==> config.mk <==
export PLATFORM = sky130hd
export DESIGN_NAME = multicycle_control_flat
export DESIGN_NICKNAME = d
export VERILOG_FILES = /design/src/rtl/multicycle_control_if.sv /design/src/rtl/multicycle_control.sv /design/src/flat_wrapper.sv
export SDC_FILE = /design/constraint.sdc
export NUM_CORES = 1
export LEC_CHECK = 0
export BUFFER_PORTS_ARGS = -buffer_cell sky130_fd_sc_hd__buf_2
export CAP_MARGIN = 20
export CORE_ASPECT_RATIO = 1.4
export CORE_MARGIN = 5
export CORE_UTILIZATION = 44
export DETAILED_ROUTE_END_ITERATION = 12
export GPL_ROUTABILITY_DRIVEN = 0
export GPL_TIMING_DRIVEN = 0
export PLACE_DENSITY_LB_ADDON = 0.3
export SLEW_MARGIN = 40
export SYNTH_ARGS = -nofsm -noshare
export SYNTH_HDL_FRONTEND = slang
export SYNTH_SLANG_ARGS = --single-unit
==> constraint.sdc <==
create_clock -name clk -period 2.6 [get_ports clk]
set_input_delay 0.52 -clock clk [delete_from_list [all_inputs] [get_ports clk]]
set_output_delay 0.52 -clock clk [all_outputs]
set_load 0.02 [all_outputs]
==> src/rtl/multicycle_control_if.sv <==
// Datapath-facing bundle for the multi-cycle MIPS controller: IR/flag inputs,
// per-cycle datapath strobes, debug state and the retired-instruction counter.
interface multicycle_control_if #(
  parameter int ALUOP_W = 4,
  parameter int CNT_W   = 32
);
  logic [31:0]        inst;
  logic               mem_ready;
  logic               zero;
  logic               mem_read;
  logic               mem_write;
  logic               iord;
  logic               ir_write;
  logic               pc_write;
  logic [1:0]         pc_src;
  logic [1:0]         alu_src_a;
  logic [1:0]         alu_src_b;
  logic [ALUOP_W-1:0] alu_op;
  logic               reg_write;
  logic [1:0]         reg_dst;
  logic [1:0]         reg_src;
  logic [3:0]         state;
  logic               retire;
  logic               illegal;
  logic [CNT_W-1:0]   inst_count;

  // controller side
  modport master (
    input  inst, mem_ready, zero,
    output mem_read, mem_write, iord, ir_write, pc_write, pc_src,
           alu_src_a, alu_src_b, alu_op, reg_write, reg_dst, reg_src,
           state, retire, illegal, inst_count
  );

  // datapath side
  modport slave (
    output inst, mem_ready, zero,
    input  mem_read, mem_write, iord, ir_write, pc_write, pc_src,
           alu_src_a, alu_src_b, alu_op, reg_write, reg_dst, reg_src,
           state, retire, illegal, inst_count
  );
endinterface

==> src/rtl/multicycle_control.sv <==
// Multi-cycle MIPS controller: FETCH/DECODE/EXEC/MEM/WB sequencing with a
// shared-memory stall handshake and a retired-instruction counter.
module multicycle_control #(
  parameter int ALUOP_W  = 4,
  parameter bit STALL_EN = 1'b1,
  parameter int CNT_W    = 32
) (
  input  logic clk,
  input  logic rstn,
  multicycle_control_if.master bus
);
  localparam logic [ALUOP_W-1:0] ALU_NOP  = ALUOP_W'(0);
  localparam logic [ALUOP_W-1:0] ALU_ADD  = ALUOP_W'(1);
  localparam logic [ALUOP_W-1:0] ALU_SUB  = ALUOP_W'(2);
  localparam logic [ALUOP_W-1:0] ALU_AND  = ALUOP_W'(3);
  localparam logic [ALUOP_W-1:0] ALU_OR   = ALUOP_W'(4);
  localparam logic [ALUOP_W-1:0] ALU_XOR  = ALUOP_W'(5);
  localparam logic [ALUOP_W-1:0] ALU_NOR  = ALUOP_W'(6);
  localparam logic [ALUOP_W-1:0] ALU_SLT  = ALUOP_W'(7);
  localparam logic [ALUOP_W-1:0] ALU_SLTU = ALUOP_W'(8);
  localparam logic [ALUOP_W-1:0] ALU_SLL  = ALUOP_W'(9);
  localparam logic [ALUOP_W-1:0] ALU_SRL  = ALUOP_W'(10);
  localparam logic [ALUOP_W-1:0] ALU_SRA  = ALUOP_W'(11);
  localparam logic [ALUOP_W-1:0] ALU_LUI  = ALUOP_W'(12);

  typedef enum logic [3:0] {
    S_FETCH = 4'd0, S_DECODE = 4'd1, S_MEM_ADDR = 4'd2, S_MEM_READ = 4'd3,
    S_MEM_WB = 4'd4, S_MEM_WRITE = 4'd5, S_EXEC = 4'd6, S_ALU_WB = 4'd7,
    S_BRANCH = 4'd8, S_JUMP = 4'd9
  } state_e;

  state_e           state_q, state_d;
  logic [CNT_W-1:0] inst_count_q, inst_count_d;

  logic [5:0] op, fn;
  logic is_r, r_ok, r_shift, i_ok, is_jr, is_jalr, is_lw, is_sw, is_beq, is_bne, is_j, is_jal;
  logic [ALUOP_W-1:0] r_op, i_op;
  logic rdy;
  logic unused_inst_bits;

  assign op      = bus.inst[31:26];
  assign fn      = bus.inst[5:0];
  assign is_r    = (op == 6'h00);
  assign is_jr   = is_r && (fn == 6'h08);
  assign is_jalr = is_r && (fn == 6'h09);
  assign is_lw   = (op == 6'h23);
  assign is_sw   = (op == 6'h2B);
  assign is_beq  = (op == 6'h04);
  assign is_bne  = (op == 6'h05);
  assign is_j    = (op == 6'h02);
  assign is_jal  = (op == 6'h03);
  assign rdy     = STALL_EN ? bus.mem_ready : 1'b1;
  assign unused_inst_bits = ^bus.inst[25:6];

  // ALU function table shared with the single-cycle decoder
  always_comb begin
    r_op = ALU_NOP; r_ok = 1'b1; r_shift = 1'b0;
    unique case (fn)
      6'h00: begin r_op = ALU_SLL; r_shift = 1'b1; end
      6'h02: begin r_op = ALU_SRL; r_shift = 1'b1; end
      6'h03: begin r_op = ALU_SRA; r_shift = 1'b1; end
      6'h04: r_op = ALU_SLL;
      6'h06: r_op = ALU_SRL;
      6'h07: r_op = ALU_SRA;
      6'h20, 6'h21: r_op = ALU_ADD;
      6'h22, 6'h23: r_op = ALU_SUB;
      6'h24: r_op = ALU_AND;
      6'h25: r_op = ALU_OR;
      6'h26: r_op = ALU_XOR;
      6'h27: r_op = ALU_NOR;
      6'h2A: r_op = ALU_SLT;
      6'h2B: r_op = ALU_SLTU;
      default: r_ok = 1'b0;
    endcase
    i_op = ALU_NOP; i_ok = 1'b1;
    unique case (op)
      6'h08: i_op = ALU_ADD;
      6'h0C: i_op = ALU_AND;
      6'h0D: i_op = ALU_OR;
      6'h0A: i_op = ALU_SLT;
      6'h0F: i_op = ALU_LUI;
      default: i_ok = 1'b0;
    endcase
  end

  always_comb begin
    state_d       = state_q;
    bus.mem_read  = 1'b0; bus.mem_write = 1'b0; bus.iord = 1'b0;
    bus.ir_write  = 1'b0; bus.pc_write  = 1'b0; bus.pc_src = 2'd0;
    bus.alu_src_a = 2'd0; bus.alu_src_b = 2'd0; bus.alu_op = ALU_NOP;
    bus.reg_write = 1'b0; bus.reg_dst   = 2'd0; bus.reg_src = 2'd0;
    bus.retire    = 1'b0; bus.illegal   = 1'b0;
    // everything stays quiet while reset is held, whatever the state register shows
    if (rstn) begin
      unique case (state_q)
        S_FETCH: begin
          bus.mem_read = 1'b1; bus.alu_src_b = 2'd1; bus.alu_op = ALU_ADD;
          if (rdy) begin
            bus.ir_write = 1'b1; bus.pc_write = 1'b1; state_d = S_DECODE;
          end
        end
        S_DECODE: begin
          bus.alu_src_b = 2'd3; bus.alu_op = ALU_ADD;
          if (is_lw || is_sw)                         state_d = S_MEM_ADDR;
          else if (is_beq || is_bne)                  state_d = S_BRANCH;
          else if (is_j || is_jal || is_jr || is_jalr) state_d = S_JUMP;
          else if ((is_r && r_ok) || i_ok)            state_d = S_EXEC;
          else begin
            bus.illegal = 1'b1; state_d = S_FETCH;
          end
        end
        S_EXEC: begin
          bus.alu_src_a = (is_r && r_shift) ? 2'd2 : 2'd1;
          bus.alu_src_b = is_r ? 2'd0 : 2'd2;
          bus.alu_op    = is_r ? r_op : i_op;
          state_d       = S_ALU_WB;
        end
        S_ALU_WB: begin
          bus.reg_write = 1'b1; bus.reg_dst = is_r ? 2'd1 : 2'd0;
          bus.retire = 1'b1; state_d = S_FETCH;
        end
        S_MEM_ADDR: begin
          bus.alu_src_a = 2'd1; bus.alu_src_b = 2'd2; bus.alu_op = ALU_ADD;
          state_d = is_lw ? S_MEM_READ : S_MEM_WRITE;
        end
        S_MEM_READ: begin
          bus.mem_read = 1'b1; bus.iord = 1'b1;
          if (rdy) state_d = S_MEM_WB;
        end
        S_MEM_WB: begin
          bus.reg_write = 1'b1; bus.reg_src = 2'd1;
          bus.retire = 1'b1; state_d = S_FETCH;
        end
        S_MEM_WRITE: begin
          bus.mem_write = 1'b1; bus.iord = 1'b1;
          if (rdy) begin
            bus.retire = 1'b1; state_d = S_FETCH;
          end
        end
        S_BRANCH: begin
          bus.alu_src_a = 2'd1; bus.alu_op = ALU_SUB; bus.pc_src = 2'd1;
          bus.pc_write  = (is_beq && bus.zero) || (is_bne && !bus.zero);
          bus.retire = 1'b1; state_d = S_FETCH;
        end
        S_JUMP: begin
          bus.pc_write = 1'b1; bus.retire = 1'b1; state_d = S_FETCH;
          bus.pc_src   = (is_jr || is_jalr) ? 2'd3 : 2'd2;
          if (is_jal) begin
            bus.reg_write = 1'b1; bus.reg_dst = 2'd2; bus.reg_src = 2'd2;
          end else if (is_jalr) begin
            bus.reg_write = 1'b1; bus.reg_dst = 2'd1; bus.reg_src = 2'd2;
          end
        end
        default: state_d = S_FETCH;
      endcase
    end
  end

  assign inst_count_d   = inst_count_q + CNT_W'(bus.retire);
  assign bus.state      = state_q;
  assign bus.inst_count = inst_count_q;

  always_ff @(posedge clk or negedge rstn) begin
    if (!rstn) begin
      state_q      <= S_FETCH;
      inst_count_q <= '0;
    end else begin
      state_q      <= state_d;
      inst_count_q <= inst_count_d;
    end
  end
endmodule

==> src/flat_wrapper.sv <==
// flat-port wrapper written by rule: the top's interface ports become plain ports
module multicycle_control_flat 
#(
  parameter int ALUOP_W  = 4,
  parameter bit STALL_EN = 1'b1,
  parameter int CNT_W    = 32
)
  (clk, rstn, bus_inst, bus_mem_ready, bus_zero, bus_mem_read, bus_mem_write, bus_iord, bus_ir_write, bus_pc_write, bus_pc_src, bus_alu_src_a, bus_alu_src_b, bus_alu_op, bus_reg_write, bus_reg_dst, bus_reg_src, bus_state, bus_retire, bus_illegal, bus_inst_count);
  multicycle_control_if #(.ALUOP_W(ALUOP_W), .CNT_W(CNT_W)) bus_i ();
  input  logic clk;
  input  logic rstn;
  input wire logic [$bits(bus_i.inst)-1:0] bus_inst;
  input wire logic [$bits(bus_i.mem_ready)-1:0] bus_mem_ready;
  input wire logic [$bits(bus_i.zero)-1:0] bus_zero;
  output wire logic [$bits(bus_i.mem_read)-1:0] bus_mem_read;
  output wire logic [$bits(bus_i.mem_write)-1:0] bus_mem_write;
  output wire logic [$bits(bus_i.iord)-1:0] bus_iord;
  output wire logic [$bits(bus_i.ir_write)-1:0] bus_ir_write;
  output wire logic [$bits(bus_i.pc_write)-1:0] bus_pc_write;
  output wire logic [$bits(bus_i.pc_src)-1:0] bus_pc_src;
  output wire logic [$bits(bus_i.alu_src_a)-1:0] bus_alu_src_a;
  output wire logic [$bits(bus_i.alu_src_b)-1:0] bus_alu_src_b;
  output wire logic [$bits(bus_i.alu_op)-1:0] bus_alu_op;
  output wire logic [$bits(bus_i.reg_write)-1:0] bus_reg_write;
  output wire logic [$bits(bus_i.reg_dst)-1:0] bus_reg_dst;
  output wire logic [$bits(bus_i.reg_src)-1:0] bus_reg_src;
  output wire logic [$bits(bus_i.state)-1:0] bus_state;
  output wire logic [$bits(bus_i.retire)-1:0] bus_retire;
  output wire logic [$bits(bus_i.illegal)-1:0] bus_illegal;
  output wire logic [$bits(bus_i.inst_count)-1:0] bus_inst_count;
  assign bus_i.inst = bus_inst;
  assign bus_i.mem_ready = bus_mem_ready;
  assign bus_i.zero = bus_zero;
  assign bus_mem_read = bus_i.mem_read;
  assign bus_mem_write = bus_i.mem_write;
  assign bus_iord = bus_i.iord;
  assign bus_ir_write = bus_i.ir_write;
  assign bus_pc_write = bus_i.pc_write;
  assign bus_pc_src = bus_i.pc_src;
  assign bus_alu_src_a = bus_i.alu_src_a;
  assign bus_alu_src_b = bus_i.alu_src_b;
  assign bus_alu_op = bus_i.alu_op;
  assign bus_reg_write = bus_i.reg_write;
  assign bus_reg_dst = bus_i.reg_dst;
  assign bus_reg_src = bus_i.reg_src;
  assign bus_state = bus_i.state;
  assign bus_retire = bus_i.retire;
  assign bus_illegal = bus_i.illegal;
  assign bus_inst_count = bus_i.inst_count;
  multicycle_control #(.ALUOP_W(ALUOP_W), .STALL_EN(STALL_EN), .CNT_W(CNT_W)) u_core (.clk(clk), .rstn(rstn), .bus(bus_i));
endmodule
; ---- Word level (Yosys, flattened, before mapping)
; Cells that the tools add are included.
; Widths: inputs -> output; s select.
[totals]
reg_bits = 36
inputBits = 36
wordCells = 134
[classes]
n_reduce_logical = 33
n_addsub = 1
mux = 58
n_eq_ne = 40
[ops]
columns = op, count
row1 = $eq 6x6->1 const B, 12
row2 = $pmux 4 s11, 1
row3 = $eq 6x4->1 const B, 7
row4 = $add 32x1->32, 1
row5 = $mux 4, 8
row6 = $eq 6x3->1 const B, 5
row7 = $mux 1, 26
row8 = $eq 6x2->1 const B, 4
row9 = $pmux 4 s6, 1
row10 = $mux 2, 10
row11 = $pmux 4 s5, 1
row12 = $reduce_or 2->1, 9
row13 = $eq 4x3->1 const B, 4
row14 = $pmux 2 s2, 4
row15 = $reduce_or 16->1, 1
row16 = $logic_not 6->1, 2
row17 = $pmux 4 s3, 1
row18 = $eq 4x2->1 const B, 2
row19 = $eq 4x4->1 const B, 2
row20 = $logic_or 1x1->1, 8
row21 = $pmux 2 s4, 1
row22 = $logic_and 1x1->1, 6
row23 = $mux 3, 2
row24 = $ne 2x2->1 const B, 3
row25 = 9 further kinds, 11

; ---- Logic depth before layout (Yosys ltp)
[logic_depth]
ltp_word = 11
ltp_mapped = 12
ltp_nobuf = 11

; ---- Worst setup path before layout
; Ideal clock, no wire load.
[synth_path]
path_kind = flip-flop to flip-flop
from = register u_core.state_q[1], in the netlist u_core.bus.state[1]
to = register u_core.inst_count_q[26], in the netlist u_core.bus.inst_count[26]
n_path_buf = 2
t_arrival_ps = 3120
stages_incl_launch_ff = 13
setup_time_ps = 80
period_less_slack_ps = 3200
path_slack_ps = -600
path_cell_list = dfrtp_1 > clkbuf_1 > buf_1 > nor3_1 > a211oi_1 > o21a_1 > ha_1 > ha_1 > nand2_1 > nor4_4 > nand4_1 > nor3_1 > xnor2_1
[synth_via]
elab_chain_len = 5
word_cells_on_any_way = 9
classes_between = add/sub: 1 / eq/ne: 5 / mux: 2 / reduce/logical: 1
[synth_rtl]
columns = element, line
row1 = from (decl), multicycle_control.sv:32  ; state_e state_q, state_d;
row2 = from (signal assigned), multicycle_control.sv:168  ; state_q <= state_d;
row3 = $eq 4x3->1 or $eq 4x4->1 (tied branches), multicycle_control.sv:95  ; unique case (state_q)
row4 = $reduce_or 4->1 (no source line), n/a
row5 = $pmux 1 s2 *, multicycle_control.sv:95
row6 = $mux 1 *, multicycle_control.sv:94  ; if (rstn) begin
row7 = via bus_retire, flat_wrapper.sv:28  ; output wire logic [$bits(bus_i.retire)-1:0] bus_retire;
row8 = $add 32x1->32 *, multicycle_control.sv:159  ; assign inst_count_d = inst_count_q + CNT_W'(bus.retire);
row9 = via u_core.inst_count_d[26], multicycle_control.sv:33  ; logic [CNT_W-1:0] inst_count_q, inst_count_d;
row10 = to (signal assigned), multicycle_control.sv:169  ; inst_count_q <= inst_count_d;
row11 = to (decl), multicycle_control.sv:33
; Mark *: on every way through the listed nets, which the timed path passes. The rest lies on a longest branch.
; A chain may end at the register's enable or synchronous reset.

; ---- Final worst setup path
[layout_path]
from = input port bus_inst[27]
to = output port bus_alu_op[2]
[layout_via]
elab_chain_len = 5
word_cells_on_any_way = 10
classes_between = eq/ne: 5 / mux: 4 / reduce/logical: 1
[layout_rtl]
columns = element, line
row1 = from (decl), flat_wrapper.sv:12  ; input wire logic [$bits(bus_i.inst)-1:0] bus_inst;
row2 = $eq 6x4->1, multicycle_control.sv:76  ; unique case (op)
row3 = $pmux 4 s5, multicycle_control.sv:76
row4 = $mux 4 *, multicycle_control.sv:115  ; bus.alu_op = is_r ? r_op : i_op;
row5 = $pmux 4 s3 *, multicycle_control.sv:95
row6 = $mux 4 *, multicycle_control.sv:94
row7 = to (decl), flat_wrapper.sv:23  ; output wire logic [$bits(bus_i.alu_op)-1:0] bus_alu_op;
; Mark *: on every way between the ends. The rest lies on a longest branch, timed or not.

==> flow_summary.toml <==
[status]
run_status = "finished with violations"
violations = "negative setup slack"

[logic_synthesis]
synth_top_area_cell = "dfrtp_1"
yosysTopAreaCellShare_pct = 37.6
synthAdderAreaFrac_pct = 1.04
ys_types = 59
synth_compound_area_share_pct = 11.9
ys_seq_elements = 36
synth_xor_area_share_pct = 12.4
synth-edff-count = 0
syn_area_sq_um = 2390
synth_ff_type = "dfrtp_1"
avgSynthCellArea_sq_um = 9.04
yosys_warnings = 0
synth.net_count = 303
synth_top_family_by_area = "simple AND/OR/NAND/NOR gates"
async_flop_share_pct = 100
synthSimpleGateAreaFrac_pct = 31.0
ys_seq_area_share_pct = 37.6
synthMuxAreaShare_pct = 2.19
syn_inst = 265
synthTopCellsByArea = "dfrtp_1 (38%), xnor2_1 (8.4%), xor2_1 (4.0%)"

[routing]
via_per_inst = 5.53
drt_iter0_drc = 75
route.detailed.drc = 0
detail_route.wl_per_cell_microns = 15.1
vias = 2299
detail_route.first_pass.iterations = 4
routed_wl_mm = 6.30
ant_nets = 0

[placed_design]
port-buffer-count = 70
dp_hpwl_mm = 4.73
placed_cells = 401

[global_route]
track_usage_pct = 18.5
first_global_vias = 2343
grt_pass1_wl_mm = 10.8
antenna_found_initial = 0
grt_max_degree = 43
grt_overflow = 0

[setup_path]
worstPathCellList = "buf_6, or4_4, nor2_8, nand3_4, or4b_4, a21oi_4, buf_6"
cp-start-kind = "primary input"
crit_top_cell = "buf_6"
worstPathMaxFanout = 3
end_kind = "output pin"
crit_arrival_ps = 2210
criticalPathCategory = "in -> out"
cp_top_family = "simple AND/OR/NAND/NOR gates"
required_ps = 2080
slowest_delay_ps = 570
cp_slowest_cell = "or4b_4"
cp_num_buf_inv = 2

[final_layout]
insertedDiodeCount = 0
area_growth_pct = 32.8
layout_common_cells = "buf_2 (65), dfrtp_1 (33), nand2_1 (23), xnor2_1 (23)"
final_common_cell = "buf_2"
multi_input_area_sq_um = 1540
final_cell_count_no_fill = 416
fill_cells = 465
final_core_util_pct = 60.7
seqCellArea_sq_um = 905
drive_above_1_share_pct = 36.9
final_nets = 388

[floorplan]
die-height_microns = 97.3
core.rowCount = 31
core_sq_um = 5240
start_util_pct = 45.7
die_area_sq_um = 7040
die_w_microns = 72.4
pin_count = 94

[sta]
hold_slack_ps = 135
post-route-min-period_ps = 2730
skew_ps = 2.93
tightestPinTransition_ps = 463
fin_ws_ps = -133
maxSlewHeadroom_pct = 68.8
hold_viol_final = 0
rsz0062_at_grt = "yes"
finalSetupViolCount = 3
finalMaxSlewViolations = 0
post-route-period-util_pct = 105
max_freq_mhz = 366

[cts]
cts_tree = "yes"
cts_max_level = 2
cts_hold_buf = 0
clk_pin_slew_worst_paths_ps = 70
root_buffer = "clkbuf_8"
clock_latency_ps = 280
cts_buffer_depth = 2
cts_buffers = 5
cts.sinks = 36

[job]
cap_violations = 0

[worst_hold_path]
hold_path.class = "in -> async"

[power_and_ir_drop]
power_density_nw_per_um2 = 611
ir_drop_uv = 266
p_leak_nw = 1.55
-- worst reg2reg max path, cell delays in order, from the launching register on --
cell and delay (ps):
dfrtp_2 400, clkbuf_4 190, buf_6 160, a211oi_2 200, o21a_2 190, ha_4 160
nand3_1 150, nor4_4 240, nand4_1 290, nand2b_1 250, xnor2_1 140
-- power breakdown --
part | internal, mW | switching (mW)
logic | 0.317 | 0.501
registers | 0.617 | 0.0819
clock network | 0.236 | 0.190
total | 1.17 | 0.773
-- synthesized netlist by cell type, types with 3 or more instances --
master     n
xor2_1    11
and3_1     5
inv_1      9
clkbuf_1  10
a211oi_1   3
o21ai_0    4
mux2i_1    3
nand2b_1  11
and2_1     3
nor2_1    17
a21o_1     3
xnor2_1   23
nand4_1    8
a21oi_1    7
nor3_1    12
dfrtp_1   36
nor2b_1    4
nand2_1   23
nand3_1   15
nor3b_1    4
o21a_1     3
-- cell families after synthesis --
logic type	Yosys count
simple gates	126
compound gates	40
flops	36
xor+xnor	34
buf+inv	22
mux	5
fa+ha+maj	2
-- repair_timing --
action,4_1_cts,5_1_grt
setup endpoints to repair,16,20
pin swaps,12,7
resized for setup,21,11
setup buffers,7,1
-- through the flow --
stage               worst slack [ps]  cell area [sq um]  setup TNS [ps]  total power [mW]
floorplan                       1.20               2460               0              1.22
global placement                -843               2900          -13970              1.46
detailed placement              -620               2900           -8020              1.48
CTS                             -133               3140            -281              1.95
global route                    -155               3180            -467              2.07
finish                          -133               3180            -309              1.94
-- registers in the layout, summed over array words and instances (netlist names) --
name / cells
u_core.bus.state: 4
u_core.bus.inst_count: 32
-- per-layer routing --
metal / global-route usage, % / vias up / part of all wire (%)
met5: 0 / - / 0
met4: 9.12 / 0 / 2.9
met3: 2.80 / 21 / 5.8
met2: 31.2 / 82 / 51
met1: 22.4 / 1078 / 40
li1: - / 1118 / -
-- area by class of cell --
class	count	share of cell area (%)
Multi-Input combinational cell	207	48.5
Timing Repair Buffer	78	14.0
Sequential cell	36	28.5
Buffer	13	2.36
Inverter	9	1.06
Clock buffer	7	3.03
Tap cell	66	2.60
-- worst paths after layout --
| path | from | to | slack (ps) | cells after the start |
|---|---|---|---|---|
| min in group clk | u_core.bus.inst_count[31]$_DFF_PN0_ | u_core.bus.inst_count[31]$_DFF_PN0_ | 480 | 1 |
| max in group asynchronous | rstn | u_core.bus.state[2]$_DFFE_PN0P_ | 2170 | 1 |
| setup reg to reg | u_core.bus.state[1]$_DFFE_PN0P_ | u_core.bus.inst_count[27]$_DFF_PN0_ | 120 | 10 |
| hold reg to reg | u_core.bus.inst_count[31]$_DFF_PN0_ | u_core.bus.inst_count[31]$_DFF_PN0_ | 480 | 1 |
| hold / removal | rstn | u_core.bus.inst_count[26]$_DFF_PN0_ | 130 | 1 |
| setup / recovery | bus_inst[27] | bus_alu_op[2] | -130 | 7 |
Note: power is estimated with default switching activity, not from simulation.
